File: src/rtl/bt_uart_tx_fifo_if.sv
//------------------------------------------------------------------------------
// Module      : bt_uart_tx_fifo_if
// Description : Byte-queue and serial-line signal bundle for bt_uart_tx_fifo.
// Revision    : 1.0 - initial release
//------------------------------------------------------------------------------
`timescale 1ns/1ps
`default_nettype none

interface bt_uart_tx_fifo_if #(
    parameter int FIFO_DEPTH_LOG2 = 4
);
    logic                       i_TX_DV;
    logic [7:0]                 i_TX_Byte;
    logic                       o_Full;
    logic                       o_Empty;
    logic [FIFO_DEPTH_LOG2:0]   o_Count;
    logic                       o_Overflow;
    logic                       o_TX_Serial;
    logic                       o_TX_Active;
    logic                       o_TX_Done;

    modport master (
        output i_TX_DV, i_TX_Byte,
        input  o_Full, o_Empty, o_Count, o_Overflow, o_TX_Serial, o_TX_Active, o_TX_Done
    );

    modport slave (
        input  i_TX_DV, i_TX_Byte,
        output o_Full, o_Empty, o_Count, o_Overflow, o_TX_Serial, o_TX_Active, o_TX_Done
    );
endinterface

`default_nettype wire

File: src/rtl/bt_uart_tx_fifo.sv
//------------------------------------------------------------------------------
// Module      : bt_uart_tx_fifo
// Description : 8N1 UART transmitter fed by a byte FIFO (FPGA -> RN4871 RXD).
// Revision    : 1.0 - initial release
//------------------------------------------------------------------------------
`timescale 1ns/1ps
`default_nettype none

module bt_uart_tx_fifo #(
    parameter int CLKS_PER_BIT    = 217,
    parameter int FIFO_DEPTH_LOG2 = 4
) (
    input  wire logic           i_Clk,
    input  wire logic           i_Rst_L,
    bt_uart_tx_fifo_if.slave    tx_if
);
    localparam int                     DEPTH   = 2 ** FIFO_DEPTH_LOG2;
    localparam int                     CNT_W   = $clog2(CLKS_PER_BIT);
    localparam logic [CNT_W-1:0]       C_LAST  = CNT_W'(CLKS_PER_BIT - 1);
    localparam logic [FIFO_DEPTH_LOG2:0] C_DEPTH = {1'b1, {FIFO_DEPTH_LOG2{1'b0}}};

    typedef enum logic [1:0] {
        S_IDLE  = 2'd0,
        S_START = 2'd1,
        S_DATA  = 2'd2,
        S_STOP  = 2'd3
    } state_t;

    logic [7:0]                 mem_q [DEPTH];
    logic [FIFO_DEPTH_LOG2-1:0] wr_ptr_q, rd_ptr_q;
    logic [FIFO_DEPTH_LOG2:0]   count_q, count_d;
    logic                       full_q, empty_q, ovf_q;

    state_t                     state_q;
    logic [CNT_W-1:0]           clk_cnt_q;
    logic [2:0]                 bit_idx_q;
    logic [7:0]                 shift_q;
    logic                       serial_q, active_q, done_q;

    logic                       w_push, w_drop, w_pop;
    logic [2:0]                 w_next_idx;

    // Room is judged on the registered flag only, so a same-edge pop never admits a write.
    assign w_push     = tx_if.i_TX_DV &&  !full_q;
    assign w_drop     = tx_if.i_TX_DV &&   full_q;
    assign w_pop      = (state_q == S_IDLE) && !empty_q;
    assign w_next_idx = bit_idx_q + 3'd1;

    always_comb begin
        count_d = count_q;
        if (w_push && !w_pop) begin
            count_d = count_q + 1'b1;
        end else if (!w_push && w_pop) begin
            count_d = count_q - 1'b1;
        end
    end

    always_ff @(posedge i_Clk) begin
        if (w_push) begin
            mem_q[wr_ptr_q] <= tx_if.i_TX_Byte;
        end
    end

    always_ff @(posedge i_Clk or negedge i_Rst_L) begin
        if (!i_Rst_L) begin
            wr_ptr_q <= '0;
            rd_ptr_q <= '0;
            count_q  <= '0;
            full_q   <= 1'b0;
            empty_q  <= 1'b1;
            ovf_q    <= 1'b0;
        end else begin
            if (w_push) wr_ptr_q <= wr_ptr_q + 1'b1;
            if (w_pop)  rd_ptr_q <= rd_ptr_q + 1'b1;
            count_q <= count_d;
            full_q  <= (count_d == C_DEPTH);
            empty_q <= (count_d == '0);
            ovf_q   <= w_drop;
        end
    end

    always_ff @(posedge i_Clk or negedge i_Rst_L) begin
        if (!i_Rst_L) begin
            state_q   <= S_IDLE;
            clk_cnt_q <= '0;
            bit_idx_q <= '0;
            shift_q   <= '0;
            serial_q  <= 1'b1;
            active_q  <= 1'b0;
            done_q    <= 1'b0;
        end else begin
            done_q <= 1'b0;
            case (state_q)
                S_IDLE: begin
                    serial_q  <= 1'b1;
                    active_q  <= 1'b0;
                    clk_cnt_q <= '0;
                    bit_idx_q <= '0;
                    if (w_pop) begin
                        shift_q  <= mem_q[rd_ptr_q];
                        serial_q <= 1'b0;
                        active_q <= 1'b1;
                        state_q  <= S_START;
                    end
                end
                S_START: begin
                    if (clk_cnt_q == C_LAST) begin
                        clk_cnt_q <= '0;
                        bit_idx_q <= '0;
                        serial_q  <= shift_q[0];
                        state_q   <= S_DATA;
                    end else begin
                        clk_cnt_q <= clk_cnt_q + 1'b1;
                    end
                end
                S_DATA: begin
                    if (clk_cnt_q == C_LAST) begin
                        clk_cnt_q <= '0;
                        if (bit_idx_q == 3'd7) begin
                            serial_q <= 1'b1;
                            state_q  <= S_STOP;
                        end else begin
                            bit_idx_q <= w_next_idx;
                            serial_q  <= shift_q[w_next_idx];
                        end
                    end else begin
                        clk_cnt_q <= clk_cnt_q + 1'b1;
                    end
                end
                S_STOP: begin
                    if (clk_cnt_q == C_LAST) begin
                        clk_cnt_q <= '0;
                        active_q  <= 1'b0;
                        done_q    <= 1'b1;
                        state_q   <= S_IDLE;
                    end else begin
                        clk_cnt_q <= clk_cnt_q + 1'b1;
                    end
                end
                default: state_q <= S_IDLE;
            endcase
        end
    end

    assign tx_if.o_Full      = full_q;
    assign tx_if.o_Empty     = empty_q;
    assign tx_if.o_Count     = count_q;
    assign tx_if.o_Overflow  = ovf_q;
    assign tx_if.o_TX_Serial = serial_q;
    assign tx_if.o_TX_Active = active_q;
    assign tx_if.o_TX_Done   = done_q;

endmodule

`default_nettype wire
File: src/flat_wrapper.sv
// flat-port wrapper written by rule: the top's interface ports become plain ports
module bt_uart_tx_fifo_flat 
#(
    parameter int CLKS_PER_BIT    = 217,
    parameter int FIFO_DEPTH_LOG2 = 4
)
  (i_Clk, i_Rst_L, tx_if_i_TX_DV, tx_if_i_TX_Byte, tx_if_o_Full, tx_if_o_Empty, tx_if_o_Count, tx_if_o_Overflow, tx_if_o_TX_Serial, tx_if_o_TX_Active, tx_if_o_TX_Done);
  bt_uart_tx_fifo_if #(.FIFO_DEPTH_LOG2(FIFO_DEPTH_LOG2)) tx_if_i ();
  input  wire logic i_Clk;
  input  wire logic i_Rst_L;
  input wire logic [$bits(tx_if_i.i_TX_DV)-1:0] tx_if_i_TX_DV;
  input wire logic [$bits(tx_if_i.i_TX_Byte)-1:0] tx_if_i_TX_Byte;
  output wire logic [$bits(tx_if_i.o_Full)-1:0] tx_if_o_Full;
  output wire logic [$bits(tx_if_i.o_Empty)-1:0] tx_if_o_Empty;
  output wire logic [$bits(tx_if_i.o_Count)-1:0] tx_if_o_Count;
  output wire logic [$bits(tx_if_i.o_Overflow)-1:0] tx_if_o_Overflow;
  output wire logic [$bits(tx_if_i.o_TX_Serial)-1:0] tx_if_o_TX_Serial;
  output wire logic [$bits(tx_if_i.o_TX_Active)-1:0] tx_if_o_TX_Active;
  output wire logic [$bits(tx_if_i.o_TX_Done)-1:0] tx_if_o_TX_Done;
  assign tx_if_i.i_TX_DV = tx_if_i_TX_DV;
  assign tx_if_i.i_TX_Byte = tx_if_i_TX_Byte;
  assign tx_if_o_Full = tx_if_i.o_Full;
  assign tx_if_o_Empty = tx_if_i.o_Empty;
  assign tx_if_o_Count = tx_if_i.o_Count;
  assign tx_if_o_Overflow = tx_if_i.o_Overflow;
  assign tx_if_o_TX_Serial = tx_if_i.o_TX_Serial;
  assign tx_if_o_TX_Active = tx_if_i.o_TX_Active;
  assign tx_if_o_TX_Done = tx_if_i.o_TX_Done;
  bt_uart_tx_fifo #(.CLKS_PER_BIT(CLKS_PER_BIT), .FIFO_DEPTH_LOG2(FIFO_DEPTH_LOG2)) u_core (.i_Clk(i_Clk), .i_Rst_L(i_Rst_L), .tx_if(tx_if_i));
endmodule
File: config.mk
export PLATFORM = sky130hd
export DESIGN_NAME = bt_uart_tx_fifo_flat
export DESIGN_NICKNAME = d
export VERILOG_FILES = /design/src/rtl/bt_uart_tx_fifo_if.sv /design/src/rtl/bt_uart_tx_fifo.sv /design/src/flat_wrapper.sv
export SDC_FILE = /design/constraint.sdc
export NUM_CORES = 1
export LEC_CHECK = 0
export ABC_AREA = 1
export CORE_MARGIN = 2
export CORE_UTILIZATION = 65
export CTS_CLUSTER_SIZE = 12
export DETAILED_ROUTE_END_ITERATION = 8
export GPL_TIMING_DRIVEN = 1
export PLACE_DENSITY = 0.85
export SLEW_MARGIN = 40
export SYNTH_ARGS = -nofsm -noshare
export SYNTH_HDL_FRONTEND = slang
export SYNTH_SLANG_ARGS = --single-unit
File: constraint.sdc
create_clock -name i_Clk -period 3.7 [get_ports i_Clk]
set_input_delay 0.555 -clock i_Clk [delete_from_list [all_inputs] [get_ports i_Clk]]
set_output_delay 0.555 -clock i_Clk [all_outputs]
set_load 0.05 [all_outputs]
==> flow_metrics.tcl, run 1 <==
set metrics [dict create \
    num_io_pins 22 \
    cts_made_buffers 17 \
    hold_viol_final 0 \
    post-route-min-period_ns 2.38 \
    worstPathCellList "clkdlybuf4s50_1" \
    wl_per_cell_um 18.1 \
    gp_congestion 0.920 \
    synth_nets 737 \
    antenna_found_initial 0 \
    p_total_w 0.00461 \
    netlist_area_um2 7410 \
    dp_hpwl_um 10200 \
    relSlewSlack_pct 45.4 \
    rsz0062_at_grt "no" \
    clk_pin_slew_worst_paths_ns 0.06 \
    diodes 0 \
    num-nets-final 751 \
    cellPowerDensity_nw_per_um2 566 \
    finalMaxSlewViolations 0 \
    h-tree-depth 4 \
    synth-warning-count 0 \
    seq_area_frac_synth_pct 65.4 \
    synth-edff-count 128 \
    setup.worst_path.start_class "flop" \
    insertion_delay_ns 0.43 \
    port_buffers 21 \
    via_per_inst 5.89 \
    cp.buffers_inverters 1 \
    end_kind "primary output" \
    cp_slowest_cell "clkdlybuf4s50_1" \
    cp.arrival_ns 1.83 \
    clock_sinks 168 \
    grt-ovfl-total 0 \
    num_rows 38 \
    post-route-period-util_pct 64.5 \
    core_area_um2 11000 \
    initial_core_util_pct 67.5 \
    firstDrtPassIters 6 \
    final_common_cell "nand2_1" \
    die_y_um 111 \
    final_cell_mix "266 x nand2_1, 128 x edfxtp_1, 111 x nand3_1, 37 x nor2_1, 37 x dfrtp_1" \
    ys_async_sr_fraction_pct 23.8 \
    hold_buffers 0 \
    ctsRootBufferMaster "clkbuf_16" \
    hp-class "input port to asynchronous set/reset pin" \
    grt_usage_pct 27.2 \
    ys_ff_latch 168 \
    drtIter0Drc 750 \
    final_core_util_pct 74.2 \
    grt_pass1_wl_um 25400 \
    area_growth_pct 10.0 \
    vdd_drop_max_v 0.000539 \
    synth_cell_types 32 \
    cp.required_ns 3.14 \
    drv_cap 0 \
    drc 0 \
    cp_max_fo 4 \
    vias 5168 \
    setup_tns_ns 0 \
    crit_type "flop to primary output" \
    post-cts-setup-buffers 0 \
    syn_inst 710 \
    tritoncts "built" \
    status "complete, no violations" \
    post_cts_resized 0 \
    syn_area_per_cell_um2 10.4 \
    grt_pass1_vias 5129 \
    setup_ws_ns 1.32 \
    p_leak_nw 3.30 \
    timing.hold.ws_ns 0.0983 \
    timing.critical_path.max_delay_family "buffers and inverters" \
    ant_nets 0 \
    max_stage_delay_ns 0.81 \
    fmax_mhz 419 \
    clock_skew_ns 0.00529 \
    layout-drive-gt1-share_pct 7.33 \
    cts.path.max_buffers 2 \
    die_x_um 111 \
    worst-slew-pin-transition_ns 0.817 \
    synth_flop_cell "edfxtp_1" \
    die_area_um2 12300 \
    setup_viol 0 \
    fill_cells 724 \
    wl_um 15900 \
    dpl_worst_slack_ns 1.03 \
    grt_max_degree 67 \
]
state kept, by name, indices dropped and copies added (netlist names):
| register | flops |
|---|---|
| u_core.shift_q | 8 |
| u_core.state_q | 2 |
| u_core.tx_if.o_Full | 1 |
| u_core.wr_ptr_q | 4 |
| u_core.tx_if.o_TX_Active | 1 |
| u_core.tx_if.o_TX_Serial | 1 |
| u_core.mem_q | 128 |
| u_core.bit_idx_q | 3 |
| u_core.tx_if.o_TX_Done | 1 |
| u_core.rd_ptr_q | 4 |
| u_core.clk_cnt_q | 8 |
| u_core.tx_if.o_Empty | 1 |
| u_core.tx_if.o_Count | 5 |
| u_core.tx_if.o_Overflow | 1 |
Yosys cell counts, drive strengths merged, types with 2 or more instances:
| library cell | number | area [um2] |
|---|---|---|
| dfrtp | 38 | 951 |
| clkbuf | 5 | 18.8 |
| inv | 38 | 143 |
| nand3 | 112 | 566 |
| clkinv | 2 | 7.51 |
| nor2 | 42 | 180 |
| xor2 | 8 | 70.1 |
| nor3 | 4 | 25.0 |
| nand2 | 273 | 1050 |
| nand4 | 4 | 25.0 |
| dfstp | 2 | 52.6 |
| buf | 23 | 194 |
| ha | 16 | 200 |
| o21ai | 6 | 30.0 |
| a21oi | 3 | 15.0 |
| edfxtp | 128 | 3840 |
power by group:
part           leakage, nW  total, W  internal [W]  switching, W
logic                 1.39  0.000623      0.000174      0.000449
clock network        0.266   0.00166      0.000933      0.000725
registers             1.64   0.00233       0.00223      0.000102
total                 3.30   0.00461       0.00334       0.00128
path summary, 6_finish.rpt:
check | startpoint | to | slack (ns) | depth (start not counted)
setup / recovery | u_core.tx_if.o_Empty | tx_if_o_Empty | 1.32 | 1
hold / removal | i_Rst_L | u_core.state_q[0] | 0.1 | 1
setup reg to reg | u_core.rd_ptr_q[2] | u_core.shift_q[6] | 1.42 | 7
hold reg to reg | u_core.tx_if.o_TX_Serial | u_core.tx_if.o_TX_Serial | 0.47 | 2
max in group asynchronous | i_Rst_L | u_core.rd_ptr_q[0] | 3.23 | 1
min in group i_Clk | u_core.tx_if.o_TX_Serial | u_core.tx_if.o_TX_Serial | 0.47 | 2
final cells by class:
class                           instances  area [um2]  area share [%]
Inverter                               40         153            1.87
Tap cell                              140         175            2.15
Multi-Input combinational cell        474        2200            27.0
Timing Repair Buffer                   23         223            2.73
Clock inverter                         13         121            1.49
Clock buffer                           19         433            5.31
Sequential cell                       168        4850            59.5
kinds of logic after synthesis:
logic type | share of synthesized area (%)
adders and majority gates | 2.70
xor gates and xnor gates | 0.946
and+or+nand+nor | 25.2
AOI/OAI and AO/OA | 0.810
DFF | 65.4
buffers and inverters | 4.90
routing by layer:
metal	track usage (%)	wire length, um
met5	0	0
met4	13.2	545
met3	7.60	1370
met2	44.0	7920
met1	34.1	6070
worst reg2reg max path, cell delays in order, from the launching register on:
cell and delay, ns:
dfrtp_1 0.82, clkinv_1 0.67, nand3_1 0.31, nand2_1 0.11
nand2_1 0.10, nand2_1 0.06, nand2_1 0.05, nand2_1 0.05
stage by stage:
step | cells | cell area (um2)
detailed placement | 845 | 7600
floorplan | 710 | 7410
global route | 877 | 8150
finish | 877 | 8150
global placement | 845 | 7590
CTS | 877 | 8150
Power figures use the tool's default switching activity.
==> run 2: changes to the inputs <==
--- a/config.mk
+++ b/config.mk
@@ -7,11 +7,11 @@
 export LEC_CHECK = 0
 export ABC_AREA = 1
 export CORE_MARGIN = 2
-export CORE_UTILIZATION = 65
+export CORE_UTILIZATION = 61
 export CTS_CLUSTER_SIZE = 12
 export DETAILED_ROUTE_END_ITERATION = 8
 export GPL_TIMING_DRIVEN = 1
-export PLACE_DENSITY = 0.85
+export PLACE_DENSITY = 0.8
 export SLEW_MARGIN = 40
 export SYNTH_ARGS = -nofsm -noshare
 export SYNTH_HDL_FRONTEND = slang
==> constraint.sdc (replaced) <==
create_clock -name i_Clk -period 2.2 [get_ports i_Clk]
set_input_delay 0.33 -clock i_Clk [delete_from_list [all_inputs] [get_ports i_Clk]]
set_output_delay 0.33 -clock i_Clk [all_outputs]
set_load 0.05 [all_outputs]
==> flow_metrics.tcl, run 2 (synthesis results as in run 1) <==
set metrics [dict create \
    status "complete, no violations" \
    end_kind "primary output" \
    cp_max_fo 7 \
    wl_per_cell_um 18.0 \
    register_area_um2 4850 \
    drc 0 \
    cp.buffers_inverters 1 \
    tritoncts "built" \
    post_cts_resized 0 \
    gp_congestion 0.910 \
    instances_no_fill 915 \
    vias 5180 \
    post-route-min-period_ns 2.17 \
    num_rows 40 \
    via_per_inst 5.66 \
    timing.critical_path.max_delay_family "buffers and inverters" \
    core_area_um2 11900 \
    grt_pass1_wl_um 25900 \
    clock_sinks 168 \
    area_growth_pct 13.4 \
    port_buffers 21 \
    p_leak_nw 3.47 \
    reg2reg_slack_ns 0.33 \
    dp_hpwl_um 10700 \
    vdd_drop_max_v 0.000771 \
    initial_core_util_pct 62.2 \
    setup_viol 0 \
    hold_viol_final 0 \
    r2r_end "u_core.tx_if.o_Full" \
    largest_register "u_core.mem_q" \
    diodes 0 \
    clock_skew_ns 0.00809 \
    worstPathCellList "clkdlybuf4s50_1" \
    wl_um 16500 \
    place_inst 882 \
    worst-slew-pin-transition_ns 0.644 \
    place_area_um2 7840 \
    die_x_um 114 \
    cts_made_buffers 17 \
    crit_cells 1 \
    crit_type "flop to primary output" \
    fmax_mhz 462 \
    setup.worst_path.start_class "flop" \
    grt_pass1_vias 5055 \
    h-tree-depth 4 \
    insertion_delay_ns 0.43 \
    cts.path.max_buffers 2 \
    post-route-period-util_pct 98.4 \
    rsz0062_at_grt "no" \
    grt_usage_pct 27.2 \
    largest_registers "u_core.mem_q: 128 flops, u_core.clk_cnt_q: 8 flops, u_core.shift_q: 8 flops" \
    cp.arrival_ns 1.84 \
    rr_startpoint "u_core.state_q[0]" \
    cp_slowest_cell "clkdlybuf4s50_1" \
    fill_cells 809 \
    num-nets-final 782 \
    ant_nets 0 \
    grt-ovfl-total 0 \
    post-cts-setup-buffers 0 \
    setup_tns_ns 0 \
    relSlewSlack_pct 57.1 \
    p_total_w 0.00784 \
    ctsRootBufferMaster "clkbuf_16" \
    firstDrtPassIters 5 \
    max_stage_delay_ns 0.90 \
    multi_input_area_um2 2200 \
    cp.required_ns 1.87 \
    final_core_util_pct 70.5 \
    antenna_found_initial 0 \
    fin_area_um2 8400 \
    num_io_pins 22 \
    final_common_cell "nand2_1" \
    cellPowerDensity_nw_per_um2 934 \
    layout-drive-gt1-share_pct 11.1 \
    reg2reg_depth 10 \
    die_area_um2 13000 \
    finalMaxSlewViolations 0 \
    grt_max_degree 67 \
    drtIter0Drc 442 \
    crit_start "u_core.tx_if.o_Count[0]" \
    clk_pin_slew_worst_paths_ns 0.06 \
    hp-class "input port to asynchronous set/reset pin" \
    die_y_um 114 \
    largest_reg_flops 128 \
    final_cell_mix "266 x nand2_1, 128 x edfxtp_1, 111 x nand3_1, 37 x nor2_1, 37 x dfrtp_1" \
    drv_cap 0 \
]
[run 2: stage by stage]
| stage | worst slack (ns) | hold slack, ns |
|---|---|---|
| 2_1_floorplan | 0.405 | 0.0344 |
| 3_3_place_gp | 0.317 | 0.199 |
| 3_5_place_dp | 0.294 | 0.204 |
| 4_1_cts | 0.0345 | 0.287 |
| 5_1_grt | 0.00930 | 0.321 |
| 6_report | 0.0344 | 0.294 |
[run 2: area by class of cell]
cell class,instances,share of cell area [%]
Inverter,40,1.79
Tap cell,147,2.19
Multi-Input combinational cell,474,26.2
Timing Repair Buffer,54,5.57
Sequential cell,168,57.7
Clock buffer,17,5.06
Clock inverter,15,1.47
[run 2: worst max path at each step]
stage / slack [ns] / endpoint
after floorplan: 0.40 / u_core.mem_q[11][0]
after global placement: 0.32 / u_core.mem_q[10][0]
after detailed placement: 0.29 / u_core.mem_q[10][0]
after CTS: 0.03 / tx_if_o_Empty
after global routing: 0.009 / tx_if_o_Count[0]
final: 0.03 / tx_if_o_Count[0]
[run 2: timing repair]
action,in CTS,in global routing
hold buffers,1,0
endpoints found under the setup margin,0,0
hold endpoints to repair,10,0
[run 2: routing by layer]
| metal | global-route usage (%) | wire [um] | up-vias |
|---|---|---|---|
| met5 | 0 | 0 | - |
| met4 | 12.9 | 641 | 0 |
| met3 | 6.88 | 1120 | 55 |
| met2 | 43.5 | 8000 | 185 |
| met1 | 35.1 | 6700 | 2487 |
| li1 | - | - | 2453 |
[run 2: power breakdown]
part	leakage (nW)	internal, W	switching [W]
clock	0.267	0.00155	0.00122
sequential	1.64	0.00374	0.000169
combinational	1.56	0.000358	0.000800
total	3.47	0.00565	0.00219
==> run 3: changes to the inputs <==
--- a/config.mk
+++ b/config.mk
@@ -5,14 +5,12 @@
 export SDC_FILE = /design/constraint.sdc
 export NUM_CORES = 1
 export LEC_CHECK = 0
-export ABC_AREA = 1
 export CORE_MARGIN = 2
 export CORE_UTILIZATION = 61
 export CTS_CLUSTER_SIZE = 12
 export DETAILED_ROUTE_END_ITERATION = 8
 export GPL_TIMING_DRIVEN = 1
 export PLACE_DENSITY = 0.8
-export SLEW_MARGIN = 40
 export SYNTH_ARGS = -nofsm -noshare
 export SYNTH_HDL_FRONTEND = slang
 export SYNTH_SLANG_ARGS = --single-unit
==> flow_metrics.tcl, run 3 <==
set metrics [dict create \
    crit_type "flop to primary output" \
    antenna_found_initial 0 \
    post-route-min-period_ns 2.15 \
    max_stage_delay_ns 0.81 \
    num-nets-final 550 \
    synth_cell_types 47 \
    drtIter0Drc 410 \
    worstPathCellList "clkdlybuf4s50_1" \
    largest_register "u_core.mem_q" \
    synth-edff-count 128 \
    post-cts-setup-buffers 0 \
    die_area_um2 12500 \
    ys_ff_latch 168 \
    cp.required_ns 1.87 \
    cts.path.max_buffers 2 \
    synthTopCellsByCount "128 x edfxtp_1, 65 x mux2i_1, 38 x dfrtp_1" \
    clock_skew_ns 0.00918 \
    r2r_end "u_core.state_q[1]" \
    tritoncts "built" \
    p_leak_nw 3.02 \
    finalMaxSlewViolations 0 \
    die_x_um 112 \
    seq_area_frac_synth_pct 68.3 \
    cp.buffers_inverters 1 \
    reg2reg_depth 6 \
    end_kind "primary output" \
    synth_nets 512 \
    grt_pass1_vias 4146 \
    cts_made_buffers 17 \
    grt_pass1_wl_um 23200 \
    via_per_inst 6.12 \
    wl_per_cell_um 21.4 \
    hold_viol_final 0 \
    wl_um 14600 \
    cp_max_fo 4 \
    initial_core_util_pct 62.4 \
    vias 4155 \
    hp-class "input port to asynchronous set/reset pin" \
    worst-slew-pin-transition_ns 0.698 \
    rr_startpoint "u_core.bit_idx_q[0]" \
    h-tree-depth 4 \
    rsz0062_at_grt "no" \
    relSlewSlack_pct 53.3 \
    largest_reg_flops 128 \
    grt_max_degree 41 \
    largest_registers "u_core.mem_q: 128 flops, u_core.clk_cnt_q: 8 flops, u_core.shift_q: 8 flops" \
    ys_top_cells_by_area "edfxtp_1 54%, dfrtp_1 13%, mux2i_1 9.2%" \
    reg2reg_slack_ns 0.25 \
    hold_buffers 1 \
    setup.worst_path.start_class "flop" \
    yosys.area.top_type "edfxtp_1" \
    ctsRootBufferMaster "clkbuf_16" \
    grt_usage_pct 25.0 \
    clock_sinks 168 \
    cp.arrival_ns 1.82 \
    synth.top_cell.area_share_pct 54.2 \
    setup_viol 0 \
    dp_hpwl_um 9640 \
    status "complete, no violations" \
    drc 0 \
    firstDrtPassIters 5 \
    layout-drive-gt1-share_pct 11.8 \
    insertion_delay_ns 0.43 \
    die_y_um 112 \
    yosysMostFrequentCell "edfxtp_1" \
    synth-warning-count 0 \
    num_rows 39 \
    final_cell_mix "128 x edfxtp_1, 65 x mux2i_1, 37 x dfrtp_1, 34 x nand2_1, 20 x clkdlybuf4s50_1" \
    fmax_mhz 466 \
    cellPowerDensity_nw_per_um2 1370 \
    synth_flop_cell "edfxtp_1" \
    drv_cap 0 \
    gp_congestion 0.914 \
    dpl_worst_slack_ns -0.0224 \
    netlist_area_um2 7090 \
    port_buffers 21 \
    vdd_drop_max_v 0.00128 \
    core_area_um2 11400 \
    ant_nets 0 \
    syn_area_per_cell_um2 14.6 \
    area_growth_pct 14.5 \
    num_io_pins 22 \
    diodes 0 \
    p_total_w 0.0111 \
    ys_async_sr_fraction_pct 23.8 \
    grt-ovfl-total 0 \
    post_cts_resized 0 \
    syn_inst 485 \
    cp_slowest_cell "clkdlybuf4s50_1" \
    timing.critical_path.max_delay_family "buffers and inverters" \
    post-route-period-util_pct 97.5 \
    final_common_cell "edfxtp_1" \
    clk_pin_slew_worst_paths_ns 0.07 \
    setup_ws_ns 0.0540 \
]
==> run 3: changes by cell type after synthesis, sizes merged, moves of 17 or more <==
cell	before	now
a21oi	3	20
a22oi	0	19
and2	0	19
inv	38	11
mux2i	0	65
nand2	273	34
nand3	112	15
nor2	42	16
==> run 3: per-stage QoR <==
step / hold slack (ns) / cells / cell area [um2] / utilization (%) / setup TNS, ns
finish: 0.423 / 679 / 8120 / 71.4 / 0
global route: 0.465 / 679 / 8120 / 71.4 / 0
CTS: 0.436 / 679 / 8120 / 71.4 / 0
detailed placement: 0.350 / 646 / 7520 / 66.1 / -0.382
global placement: 0.345 / 646 / 7520 / 66.1 / 0
floorplan: 0.0344 / 485 / 7090 / - / 0
==> run 3: cell families (layout without fill, tap and decap cells) <==
group | after synthesis | after routing | synth area share, %
AOI/OAI and AO/OA | 75 | 75 | 6.93
muxes | 68 | 68 | 9.81
adders and majority gates | 16 | 16 | 2.82
buffers and inverters | 34 | 85 | 2.29
xor gates and xnor gates | 15 | 15 | 1.85
and+or+nand+nor | 109 | 109 | 7.94
DFF | 168 | 168 | 68.3
==> run 3: worst max path at each step <==
stage | cells after the start | slack [ns] | endpoint | start
finish | 1 | 0.05 | tx_if_o_Empty | u_core.tx_if.o_Empty
global route | 1 | 0.005 | tx_if_o_Count[0] | u_core.tx_if.o_Count[0]
CTS | 1 | 0.04 | tx_if_o_Empty | u_core.tx_if.o_Empty
detailed placement | 6 | -0.02 | u_core.mem_q[5][4] | tx_if_i_TX_DV
global placement | 6 | 0.06 | u_core.mem_q[4][2] | tx_if_i_TX_DV
floorplan | 6 | 0.36 | u_core.tx_if.o_Empty | u_core.tx_if.o_Empty
==> run 3: cell type report <==
class	instances	area, um2
clock buffer	18	429
timing repair buffer	42	378
multi-input combinational	283	2080
inverter	11	41.3
tap	143	179
fill	718	3250
clock inverter	14	158
sequential	168	4850
==> run 3: power by group <==
group	leakage, nW	switching (W)	internal [W]
Clock	0.284	0.00126	0.00170
Sequential	1.65	0.000426	0.00400
Combinational	1.08	0.00229	0.00146
==> run 3: routing by layer <==
layer / vias to the layer above / part of all wire (%) / GRT usage (%)
li1: 1900 / - / -
met2: 158 / 48 / 39.4
met5: - / 0 / 0
met4: 0 / 2.0 / 7.49
met3: 25 / 6.0 / 6.53
met1: 2072 / 44 / 34.9
